===== src/rtl/count_ctrl_defs.sv =====
// Shared state encodings for the push-button run/stop control stage.
package count_ctrl_defs;

  localparam int unsigned STATE_W = 2;

  localparam logic [STATE_W-1:0] ST_IDLE         = 2'd0;
  localparam logic [STATE_W-1:0] ST_PRESS_WAIT   = 2'd1;
  localparam logic [STATE_W-1:0] ST_PRESSED      = 2'd2;
  localparam logic [STATE_W-1:0] ST_RELEASE_WAIT = 2'd3;

endpackage


===== src/rtl/sync_2ff.sv =====
// Two-flop synchronizer for a single asynchronous input; resets to 0.
module sync_2ff (
  input  logic CLK,
  input  logic RST_X,
  input  logic D,
  output logic Q
);

  logic s1_q, s1_d;
  logic s2_q, s2_d;

  always_comb begin
    s1_d = D;
    s2_d = s1_q;
  end

  always_ff @(posedge CLK or negedge RST_X) begin
    if (!RST_X) begin
      s1_q <= 1'b0;
      s2_q <= 1'b0;
    end else begin
      s1_q <= s1_d;
      s2_q <= s2_d;
    end
  end

  assign Q = s2_q;

endmodule


===== src/rtl/count_ctrl.sv =====
// Debounces a raw push-button into a toggling run enable (COUNTON) with a
// synchronous STOP override and a one-cycle press strobe.
module count_ctrl
  import count_ctrl_defs::*;
#(
  parameter int unsigned DEBOUNCE_CYCLES = 4,
  parameter int unsigned CNT_W           = 8
) (
  input  logic CLK,
  input  logic RST_X,
  input  logic BTN_IN,
  input  logic STOP,
  output logic COUNTON,
  output logic PRESS_PULSE
);

  localparam logic [CNT_W-1:0] CNT_ONE  = CNT_W'(1);
  localparam logic [CNT_W-1:0] CNT_LAST = CNT_W'(DEBOUNCE_CYCLES - 1);

  logic               btn_s;
  logic [STATE_W-1:0] state_q, state_d;
  logic [CNT_W-1:0]   cnt_q, cnt_d;
  logic               counton_q, counton_d;
  logic               press_pulse_q, press_pulse_d;
  logic               toggle;

  sync_2ff u_btn_sync (
    .CLK   (CLK),
    .RST_X (RST_X),
    .D     (BTN_IN),
    .Q     (btn_s)
  );

  // Debounce FSM: a level change is accepted after DEBOUNCE_CYCLES equal samples.
  always_comb begin
    state_d = state_q;
    cnt_d   = cnt_q;
    toggle  = 1'b0;
    case (state_q)
      ST_IDLE: begin
        if (btn_s) begin
          state_d = ST_PRESS_WAIT;
          cnt_d   = CNT_ONE;
        end else begin
          cnt_d   = '0;
        end
      end
      ST_PRESS_WAIT: begin
        if (!btn_s) begin
          state_d = ST_IDLE;
          cnt_d   = '0;
        end else if (cnt_q == CNT_LAST) begin
          state_d = ST_PRESSED;
          cnt_d   = '0;
          toggle  = 1'b1;
        end else begin
          cnt_d   = cnt_q + CNT_ONE;
        end
      end
      ST_PRESSED: begin
        if (!btn_s) begin
          state_d = ST_RELEASE_WAIT;
          cnt_d   = CNT_ONE;
        end
      end
      ST_RELEASE_WAIT: begin
        if (btn_s) begin
          state_d = ST_PRESSED;
          cnt_d   = '0;
        end else if (cnt_q == CNT_LAST) begin
          state_d = ST_IDLE;
          cnt_d   = '0;
        end else begin
          cnt_d   = cnt_q + CNT_ONE;
        end
      end
      default: begin
        state_d = ST_IDLE;
        cnt_d   = '0;
      end
    endcase
  end

  // STOP wins over a same-cycle toggle; the strobe still reports the press.
  always_comb begin
    press_pulse_d = toggle;
    counton_d     = STOP ? 1'b0 : (counton_q ^ toggle);
  end

  always_ff @(posedge CLK or negedge RST_X) begin
    if (!RST_X) begin
      state_q       <= ST_IDLE;
      cnt_q         <= '0;
      counton_q     <= 1'b0;
      press_pulse_q <= 1'b0;
    end else begin
      state_q       <= state_d;
      cnt_q         <= cnt_d;
      counton_q     <= counton_d;
      press_pulse_q <= press_pulse_d;
    end
  end

  assign COUNTON     = counton_q;
  assign PRESS_PULSE = press_pulse_q;

endmodule


===== config.mk =====
export PLATFORM = sky130hd
export DESIGN_NAME = count_ctrl
export DESIGN_NICKNAME = d
export VERILOG_FILES = /design/src/rtl/count_ctrl_defs.sv /design/src/rtl/sync_2ff.sv /design/src/rtl/count_ctrl.sv
export SDC_FILE = /design/constraint.sdc
export NUM_CORES = 1
export LEC_CHECK = 0
export ABC_CLOCK_PERIOD_IN_PS = 3460
export CAP_MARGIN = 20
export CORE_UTILIZATION = 50
export DETAILED_ROUTE_END_ITERATION = 10
export DONT_BUFFER_PORTS = 1
export PLACE_DENSITY_LB_ADDON = 0.08
export SYNTH_ARGS = -nofsm -noshare
export SYNTH_HDL_FRONTEND = slang
export SYNTH_SLANG_ARGS = --single-unit

===== constraint.sdc =====
create_clock -name CLK -period 3.46 [get_ports CLK]
set_input_delay 0.346 -clock CLK [delete_from_list [all_inputs] [get_ports CLK]]
set_output_delay 0.346 -clock CLK [all_outputs]
set_load 0.02 [all_outputs]

==> impl_metrics.env, run 1 <==
export IMPL_ys_seq_elements=14
export IMPL_syn_inst=63
export IMPL_gp_congestion=0.749
export IMPL_clkPwrFrac=0.254
export IMPL_cts_htree_levels=1
export IMPL_drtPass1Iterations=4
export IMPL_syn_nets=68
export IMPL_cts_hold_buf=1
export IMPL_worst_hold_path_endpoint="u_btn_sync.s1_q"
export IMPL_sequentialPowerShare=0.469
export IMPL_synth_cell_types=23
export IMPL_hpwlAfterDp_um=755
export IMPL_yosysWarnings=0
export IMPL_port_buffers=0
export IMPL_numCtsBuffers=3
export IMPL_postCtsSetupBuffers=0
export IMPL_hold_start="BTN_IN"
export IMPL_power_density_nw_per_um2=668
export IMPL_leakage_uw=0.000339
export IMPL_worst_r2r_endpoint="cnt_q[5]"
export IMPL_drc=0
export IMPL_root_buffer="clkbuf_4"
export IMPL_fin_tns_setup_ns=0
export IMPL_peakVddDrop_mv=0.421
export IMPL_cp_end_kind="flop"
export IMPL_routed_via_count=461
export IMPL_crit_fanout=12
export IMPL_p_comb_frac=0.276
export IMPL_p_int_uw=317
export IMPL_relSlewSlack=0.550
export IMPL_outcome="completed"
export IMPL_power_switching_uw=164
export IMPL_gr_total_overflow=0
export IMPL_finish_net_count=73
export IMPL_finalSetupViolCount=0
export IMPL_placed_cell_area_um2=674
export IMPL_drive_above_1_share=0.0896
export IMPL_period_share=0.523
export IMPL_clkSlewWorstSetupHoldPaths_ns=0.10
export IMPL_clkLatencyLatePin_ns=0.29
export IMPL_post_route_min_period_ns=1.81
export IMPL_viasPerCell=5.69
export IMPL_fin_skew_ns=0.0126
export IMPL_drt_iter0_markers=15
export IMPL_critPathSlowestCell="a211oi_2"
export IMPL_cp_start_kind="flop"
export IMPL_cts_tree="done"
export IMPL_die_w_um=38.6
export IMPL_sw_frac_of_total=0.341
export IMPL_clock_sinks=14
export IMPL_ant_nets=0
export IMPL_rsz0062_at_grt="no"
export IMPL_seq_area_frac_synth=0.524
export IMPL_start_util=0.571
export IMPL_max_freq_mhz=553
export IMPL_cp_required_ns=3.68
export IMPL_hp_class="in2reg"
export IMPL_cts_resized=0
export IMPL_fp_dieH_um=38.6
export IMPL_grt_pass1_vias=440
export IMPL_max_stage_delay_ns=0.58
export IMPL_grt_max_degree=15
export IMPL_clock_path_buffers=2
export IMPL_num_rows=12
export IMPL_grt_pass1_wl_um=1880
export IMPL_gr_usage_all_layers=0.186
export IMPL_crit_chain="ha_1 -> nor4b_4 -> a211oi_2 -> o21ai_1 -> a31oi_1"
export IMPL_die_area_um2=1490
export IMPL_worst_pin_slew_ns=0.673
export IMPL_totalWireLength_um=1060
export IMPL_maxSlewViolCount=0
export IMPL_reg2reg_depth=5
export IMPL_ios=6
export IMPL_wire_per_inst_um=13.1
export IMPL_stdcell_area_um2=721
export IMPL_num_antenna_cells=0
export IMPL_synth_cell_area_um2=668
export IMPL_syn2layout_area_growth_pct=7.87
export IMPL_hold_violations=0
export IMPL_syn_area_per_cell_um2=10.6
export IMPL_hold_path_cell_count=0
export IMPL_max_cap_viol_count=0
export IMPL_path_class="reg2reg"
export IMPL_finalWorstSetupSlack_ns=1.65
export IMPL_reg2reg_from="cnt_q[0]"
export IMPL_ff2ff_setup_slack_ns=1.65
export IMPL_antenna_found_initial=0
export IMPL_post_place_ws_ns=1.65
export IMPL_crit_arrival_ns=2.03
export IMPL_fp_coreArea_um2=1170
export IMPL_hold_slack_ns=0.0858
export IMPL_utilization=0.615
cell usage in the layout, fill, tap and decap left out, drive strengths merged:
cell type     n
dfrtp        14
nor2          9
nand2         4
a22o          4
a21oi         4
clkbuf        4
nand3         3
a31oi         3
nor3          2
nand4         2
inv           2
xor2          2
o21ai         2
a21o          2
nor4b         1
and2b         1
xnor2         1
a211oi        1
and2          1
mux2          1
nand2b        1
o21a          1
ha            1
dlygate4sd3   1
power groups by stage:
stage | Clock, uW | Combinational (uW) | Sequential (uW)
2_1_floorplan | 0 | 124 | 222
4_1_cts | 122 | 134 | 227
3_5_place_dp | 0 | 130 | 230
6_report | 122 | 133 | 226
3_3_place_gp | 0 | 124 | 228
5_1_grt | 130 | 153 | 232
metal layers:
metal  vias to the layer above  global-route usage  part of all wire
met3                         2              0.0349             0.053
met4                         0              0.0776             0.022
li1                        233                   -                 -
met5                         -                   0                 0
met2                        17               0.271              0.42
met1                       209               0.269              0.51
flip-flops by register name, summed over array words and instances (netlist names), named ones only:
name             cells
state_q              1
PRESS_PULSE          1
COUNTON              1
u_btn_sync.s1_q      1
cnt_q                8
u_btn_sync.Q         1
worst max-delay path, delay by kind of cell, from the launching register on:
kind	cells	cell delay, ns
simple gates	1	0.16
flops	1	0.41
compound gates	3	0.92
fa+ha+maj	1	0.26
synthesized netlist by cell type:
| master | number | share of area |
|---|---|---|
| dfrtp_1 | 14 | 0.52 |
| a22o_1 | 4 | 0.052 |
| nand4_1 | 2 | 0.019 |
| o21ai_1 | 2 | 0.015 |
| a31oi_1 | 3 | 0.028 |
| a211oi_2 | 1 | 0.019 |
| nand2_1 | 4 | 0.022 |
| ha_1 | 1 | 0.019 |
| nand2b_1 | 1 | 0.0094 |
| o21a_1 | 1 | 0.011 |
| and2_1 | 1 | 0.0094 |
| and2b_1 | 1 | 0.011 |
| mux2_1 | 1 | 0.017 |
| nand3_1 | 3 | 0.022 |
| nor2_1 | 9 | 0.051 |
| nor4b_4 | 1 | 0.036 |
| nor3_1 | 2 | 0.015 |
| buf_6 | 1 | 0.017 |
| a21oi_1 | 4 | 0.030 |
| inv_1 | 2 | 0.011 |
| a21o_1 | 2 | 0.022 |
| xnor2_1 | 1 | 0.013 |
| xor2_1 | 2 | 0.026 |
final cells by class:
type	count	area, um2
clock buffers	4	36.3
inverters	2	7.51
well taps	14	17.5
repair buffers	1	10.0
multi-input cells	46	299
flip-flops and latches	14	350
fillers	95	450
kinds of logic after synthesis:
family	Yosys count	synth area share
simple gates	24	0.195
compound gates	17	0.178
xor+xnor	3	0.0393
mux	1	0.0169
buf+inv	3	0.0281
fa+ha+maj	1	0.0187
flops	14	0.524
stage by stage:
stage | power, uW | instances
finish | 481 | 81
detailed placement | 360 | 76
floorplan | 346 | 63
global placement | 353 | 76
global route | 515 | 81
CTS | 483 | 81
worst max path at each step:
stage                   from        to  slack [ns]  cells after the start
CTS                 cnt_q[0]  cnt_q[5]        1.63                      5
global placement    cnt_q[0]  cnt_q[7]        1.71                      5
finish              cnt_q[0]  cnt_q[5]        1.65                      5
floorplan           cnt_q[0]  cnt_q[4]        1.97                      6
detailed placement  cnt_q[0]  cnt_q[5]        1.65                      5
global route        cnt_q[0]  cnt_q[2]        1.51                      5
Power figures use the tool's default switching activity.
==> run 2, diff against run 1 <==
--- a/config.mk
+++ b/config.mk
@@ -5,7 +5,8 @@
 export SDC_FILE = /design/constraint.sdc
 export NUM_CORES = 1
 export LEC_CHECK = 0
-export ABC_CLOCK_PERIOD_IN_PS = 3460
+export ABC_AREA = 1
+export ABC_CLOCK_PERIOD_IN_PS = 1800
 export CAP_MARGIN = 20
 export CORE_UTILIZATION = 50
 export DETAILED_ROUTE_END_ITERATION = 10
==> constraint.sdc (replaced) <==
create_clock -name CLK -period 1.8 [get_ports CLK]
set_input_delay 0.18 -clock CLK [delete_from_list [all_inputs] [get_ports CLK]]
set_output_delay 0.18 -clock CLK [all_outputs]
set_load 0.02 [all_outputs]
==> run 2 against run 1 <==
Clock power up 91%; power rose by 94%; routed wire length is 37% higher; register-to-register slack got worse by 1.1 ns; global-route usage rose by 4.1 points; largest power group unchanged.
==> impl_metrics.env, run 2 <==
export IMPL_num_rows=13
export IMPL_ios=6
export IMPL_post_route_min_period_ns=1.29
export IMPL_grt_max_degree=15
export IMPL_yosysMostFrequentCell="nand2_1"
export IMPL_grt_pass1_vias=543
export IMPL_synth_common_cells="nand2_1 (31), dfrtp_1 (14), inv_1 (12), nand3_1 (12), nor2_1 (12)"
export IMPL_cts_hold_buf=2
export IMPL_syn_area_per_cell_um2=7.53
export IMPL_max_freq_mhz=774
export IMPL_period_share=0.718
export IMPL_worst_hold_path_endpoint="COUNTON"
export IMPL_ys_flop_type="dfrtp_1"
export IMPL_hold_violations=0
export IMPL_gr_usage_all_layers=0.227
export IMPL_clock_path_buffers=2
export IMPL_placed_cell_area_um2=787
export IMPL_syn2layout_area_growth_pct=9.77
export IMPL_synth_cell_area_um2=768
export IMPL_hp_class="in2reg"
export IMPL_synth_edf_count=0
export IMPL_fp_coreArea_um2=1370
export IMPL_wire_per_inst_um=11.9
export IMPL_syn_inst=102
export IMPL_finalSetupViolCount=0
export IMPL_cp_start_kind="flop"
export IMPL_fin_tns_setup_ns=0
export IMPL_num_antenna_cells=0
export IMPL_ant_nets=0
export IMPL_relSlewSlack=0.575
export IMPL_cts_resized=0
export IMPL_reg2reg_from="cnt_q[0]"
export IMPL_maxSlewViolCount=0
export IMPL_clkPwrFrac=0.249
export IMPL_drt_iter0_markers=16
export IMPL_ff2ff_setup_slack_ns=0.51
export IMPL_cts_htree_levels=1
export IMPL_clkSlewWorstSetupHoldPaths_ns=0.09
export IMPL_path_class="reg2reg"
export IMPL_gr_total_overflow=0
export IMPL_drtPass1Iterations=4
export IMPL_reg2reg_depth=6
export IMPL_mostFrequentLayoutCells="nand2_1 (31), dfrtp_1 (14), inv_1 (12), nor2_1 (12), nand3_1 (12)"
export IMPL_total_power_uw=935
export IMPL_die_area_um2=1700
export IMPL_totalWireLength_um=1460
export IMPL_hold_path_cell_count=3
export IMPL_crit_fanout=5
export IMPL_syn_nets=107
export IMPL_antenna_found_initial=0
export IMPL_leakage_uw=0.000434
export IMPL_viasPerCell=5.08
export IMPL_numCtsBuffers=3
export IMPL_outcome="completed"
export IMPL_grt_pass1_wl_um=2360
export IMPL_drive_above_1_share=0.148
export IMPL_root_buffer="clkbuf_4"
export IMPL_hpwlAfterDp_um=1050
export IMPL_clkLatencyLatePin_ns=0.29
export IMPL_power_switching_uw=352
export IMPL_seq_area_frac_synth=0.456
export IMPL_p_int_uw=583
export IMPL_rsz0062_at_grt="no"
export IMPL_regMostFlops="cnt_q"
export IMPL_peakVddDrop_mv=0.743
export IMPL_sequentialPowerShare=0.471
export IMPL_synth_area_top_cells="dfrtp_1 (46%), nand2_1 (15%), nand3_1 (7.8%)"
export IMPL_p_comb_frac=0.280
export IMPL_cp_end_kind="flop"
export IMPL_die_w_um=41.2
export IMPL_cp_required_ns=1.98
export IMPL_fp_dieH_um=41.2
export IMPL_sw_frac_of_total=0.377
export IMPL_worst_pin_slew_ns=0.636
export IMPL_seqCellArea_um2=350
export IMPL_multi_input_area_um2=360
export IMPL_yosys_area_top_type="dfrtp_1"
export IMPL_drc=0
export IMPL_crit_arrival_ns=1.47
export IMPL_port_buffers=0
export IMPL_stdcell_area_um2=843
export IMPL_largest_reg_flops=8
export IMPL_synthArstFlopShare=1.00
export IMPL_layout_commonest_cell="nand2_1"
export IMPL_utilization=0.617
export IMPL_cts_tree="done"
export IMPL_hold_start="STOP"
export IMPL_synth_cell_types=19
export IMPL_synth_top_area_share=0.456
export IMPL_fill_cells=126
export IMPL_ys_seq_elements=14
export IMPL_clock_sinks=14
export IMPL_yosysWarnings=0
export IMPL_finish_net_count=114
export IMPL_start_util=0.562
export IMPL_fin_skew_ns=0.000714
export IMPL_max_cap_viol_count=0
export IMPL_gp_congestion=0.790
export IMPL_postCtsSetupBuffers=0
export IMPL_worst_r2r_endpoint="cnt_q[0]"
export IMPL_power_density_nw_per_um2=1110
export IMPL_routed_via_count=625
[run 2: routing by layer]
| layer | GRT usage | routed length [um] |
|---|---|---|
| met1 | 0.317 | 765 |
| met2 | 0.313 | 610 |
| met3 | 0.0489 | 36 |
| met4 | 0.145 | 46 |
| met5 | 0 | 0 |
[run 2: how the worst max path moves through the flow]
stage                        start        to  depth (start not counted)
after CTS                 cnt_q[0]  cnt_q[0]                          6
final                     cnt_q[0]  cnt_q[0]                          6
after detailed placement  cnt_q[0]  cnt_q[0]                          6
after global routing      cnt_q[0]  cnt_q[0]                          6
after global placement        flop  cnt_q[2]                          5
after floorplan           cnt_q[0]      flop                          6
[run 2: power groups by stage]
stage	logic, uW	clock network (uW)	registers [uW]
6_report	262	233	440
3_5_place_dp	254	0	445
5_1_grt	303	252	450
4_1_cts	264	241	439
3_3_place_gp	250	0	444
2_1_floorplan	210	0	431
[run 2: worst max-delay path, cell delays in order (launching register included)]
cell and delay, ns:
dfrtp_1 0.40, ha_1 0.22, nand2_1 0.10, nor2_4 0.18
nand2_1 0.12, nand3_1 0.10, nand2_1 0.06
[run 2: final cells by class]
type / count / area share
timing repair buffer: 2 / 0.0237
tap: 15 / 0.0223
clock buffer: 4 / 0.0430
sequential: 14 / 0.415
inverter: 15 / 0.0682
multi-input combinational: 73 / 0.427
[run 2: stage by stage]
| step | std cells | setup WS [ns] | hold slack, ns |
|---|---|---|---|
| after floorplan | 102 | 0.638 | -0.116 |
| after global placement | 117 | 0.577 | -0.115 |
| after detailed placement | 117 | 0.521 | -0.115 |
| after CTS | 123 | 0.507 | 0.0176 |
| after global routing | 123 | 0.385 | 0.0420 |
| final | 123 | 0.508 | 0.0251 |
[run 2: logic make-up after synthesis]
| group | after synthesis | share of synthesized area |
|---|---|---|
| AOI/OAI and AO/OA | 5 | 0.0391 |
| adders and majority gates | 1 | 0.0163 |
| buffers and inverters | 15 | 0.0749 |
| DFF | 14 | 0.456 |
| and+or+nand+nor | 67 | 0.414 |
==> run 3, diff against run 2 <==
--- a/config.mk
+++ b/config.mk
@@ -6,7 +6,7 @@
 export NUM_CORES = 1
 export LEC_CHECK = 0
 export ABC_AREA = 1
-export ABC_CLOCK_PERIOD_IN_PS = 1800
+export ABC_CLOCK_PERIOD_IN_PS = 1090
 export CAP_MARGIN = 20
 export CORE_UTILIZATION = 50
 export DETAILED_ROUTE_END_ITERATION = 10
==> constraint.sdc (replaced) <==
create_clock -name CLK -period 1.09 [get_ports CLK]
set_input_delay 0.109 -clock CLK [delete_from_list [all_inputs] [get_ports CLK]]
set_output_delay 0.109 -clock CLK [all_outputs]
set_load 0.02 [all_outputs]
==> run 3 against run 2 <==
The flow now finishes with violations (setup timing); sequential cell count did not move; clock-buffer cell count unchanged; first-iteration DRC count is 31% lower.
==> impl_metrics.env, run 3 (synthesis results as in run 2) <==
export IMPL_drt_iter0_markers=11
export IMPL_num_antenna_cells=0
export IMPL_die_area_um2=1700
export IMPL_gp_congestion=0.781
export IMPL_gr_total_overflow=0
export IMPL_cts_htree_levels=1
export IMPL_route_met3_wl_um=45
export IMPL_clkSlewWorstSetupHoldPaths_ns=0.10
export IMPL_peakVddDrop_mv=1.80
export IMPL_drtPass1Iterations=4
export IMPL_totalWireLength_um=1780
export IMPL_fp_dieH_um=41.2
export IMPL_period_share=1.08
export IMPL_post_route_min_period_ns=1.17
export IMPL_die_w_um=41.2
export IMPL_antenna_found_initial=0
export IMPL_drc=0
export IMPL_clkLatencyLatePin_ns=0.29
export IMPL_crit_arrival_ns=1.37
export IMPL_power_density_nw_per_um2=1780
export IMPL_grt_pass1_wl_um=2760
export IMPL_drive_above_1_share=0.389
export IMPL_utilization=0.771
export IMPL_worst_pin_slew_ns=0.622
export IMPL_violations="setup timing"
export IMPL_crit_fanout=5
export IMPL_cp_required_ns=1.28
export IMPL_mostFrequentLayoutCells="nand2_1 (26), buf_4 (17), dfrtp_1 (14), inv_1 (11), nand3_1 (9)"
export IMPL_placed_cell_area_um2=900
export IMPL_fin_skew_ns=0.00779
export IMPL_root_buffer="clkbuf_4"
export IMPL_syn2layout_area_growth_pct=37.1
export IMPL_clock_path_buffers=2
export IMPL_hold_violations=0
export IMPL_gr_usage_all_layers=0.260
export IMPL_viasPerCell=5.11
export IMPL_outcome="complete, but fails checks"
export IMPL_finish_net_count=132
export IMPL_layout_commonest_cell="nand2_1"
export IMPL_max_cap_viol_count=0
export IMPL_hpwlAfterDp_um=1210
export IMPL_fp_coreArea_um2=1370
export IMPL_path_class="reg2reg"
export IMPL_wire_per_inst_um=12.6
export IMPL_rsz0062_at_grt="yes"
export IMPL_port_buffers=0
export IMPL_hold_slack_ns=0.263
export IMPL_num_rows=13
export IMPL_top_layer_used="met4"
export IMPL_leakage_uw=0.000545
export IMPL_start_util=0.562
export IMPL_met1Wirelength_um=854
export IMPL_met2_length_um=836
export IMPL_grt_max_degree=15
export IMPL_ant_nets=0
export IMPL_routed_via_count=720
export IMPL_cts_tree="done"
export IMPL_numCtsBuffers=3
export IMPL_cp_start_kind="flop"
export IMPL_cp_end_kind="flop"
export IMPL_finalSetupViolCount=12
export IMPL_grt_pass1_vias=645
export IMPL_fill_cells=105
export IMPL_regMostFlops="cnt_q"
export IMPL_relSlewSlack=0.584
export IMPL_fin_tns_setup_ns=-0.698
export IMPL_ios=6
export IMPL_post_place_ws_ns=-0.0973
export IMPL_hp_class="in2async"
export IMPL_finalWorstSetupSlack_ns=-0.0836
export IMPL_max_freq_mhz=852
export IMPL_clock_sinks=14
export IMPL_maxSlewViolCount=0
export IMPL_stdcell_area_um2=1050
export IMPL_largest_reg_flops=8
run 3: changes by cell type in the layout (fill, tap and decap cells not counted), moves of 2 or more:
cell     delta
buf_4      +17
nand2_1     -5
nand2_2     +3
nand2_4     +2
nand3_1     -3
nand3_2     +3
nor2_1      -5
nor2_2      +4
run 3: through the flow:
step | total power [uW] | std cells
2_1_floorplan | 1070 | 102
3_3_place_gp | 1300 | 131
3_5_place_dp | 1310 | 131
4_1_cts | 1810 | 140
5_1_grt | 1970 | 141
6_report | 1870 | 141
run 3: path summary, 6_finish.rpt:
check	slack, ns	endpoint	from	cells past startpoint
worst max-delay path	-0.08	cnt_q[5]	cnt_q[0]	6
worst min-delay path	0.26	cnt_q[4]	RST_X	1
worst max register to register	-0.08	cnt_q[5]	cnt_q[0]	6
worst min register to register	0.36	u_btn_sync.Q	u_btn_sync.s1_q	0
max in group asynchronous	0.42	cnt_q[1]	RST_X	1
min in group CLK	0.36	u_btn_sync.Q	u_btn_sync.s1_q	0
run 3: what timing repair did:
item	4_1_cts	5_1_grt
pin swaps	3	3
gates resized for setup	6	11
setup buffers	2	1
hold buffers	3	0
setup endpoints to repair	12	12
endpoints found under the hold margin	16	0
run 3: layout make-up:
| type | count | area [um2] | share of cell area |
|---|---|---|---|
| Inverter | 15 | 57.6 | 0.0546 |
| Clock buffer | 4 | 36.3 | 0.0344 |
| Tap cell | 15 | 18.8 | 0.0178 |
| Timing Repair Buffer | 20 | 158 | 0.150 |
| Sequential cell | 14 | 350 | 0.333 |
| Multi-Input combinational cell | 73 | 433 | 0.411 |
run 3: report_power, final:
part           leakage [uW]  internal [uW]  switching (uW)  total [uW]
Combinational      0.000339            351             416         768
Sequential         0.000185            599             114         713
Clock             0.0000210            204             188         391
run 3: critical path, cell delays in order (launching register included):
cell and delay (ns):
dfrtp_1 0.42, ha_4 0.18, nand2_4 0.06, nor2_4 0.17, nor2_4 0.08, nor2_4 0.11
nor2_1 0.05
run 3: layer usage:
layer  up-vias  track usage
met5         -            0
met4         0        0.185
met3         4       0.0380
met2        12        0.371
met1       334        0.354
li1        370            -
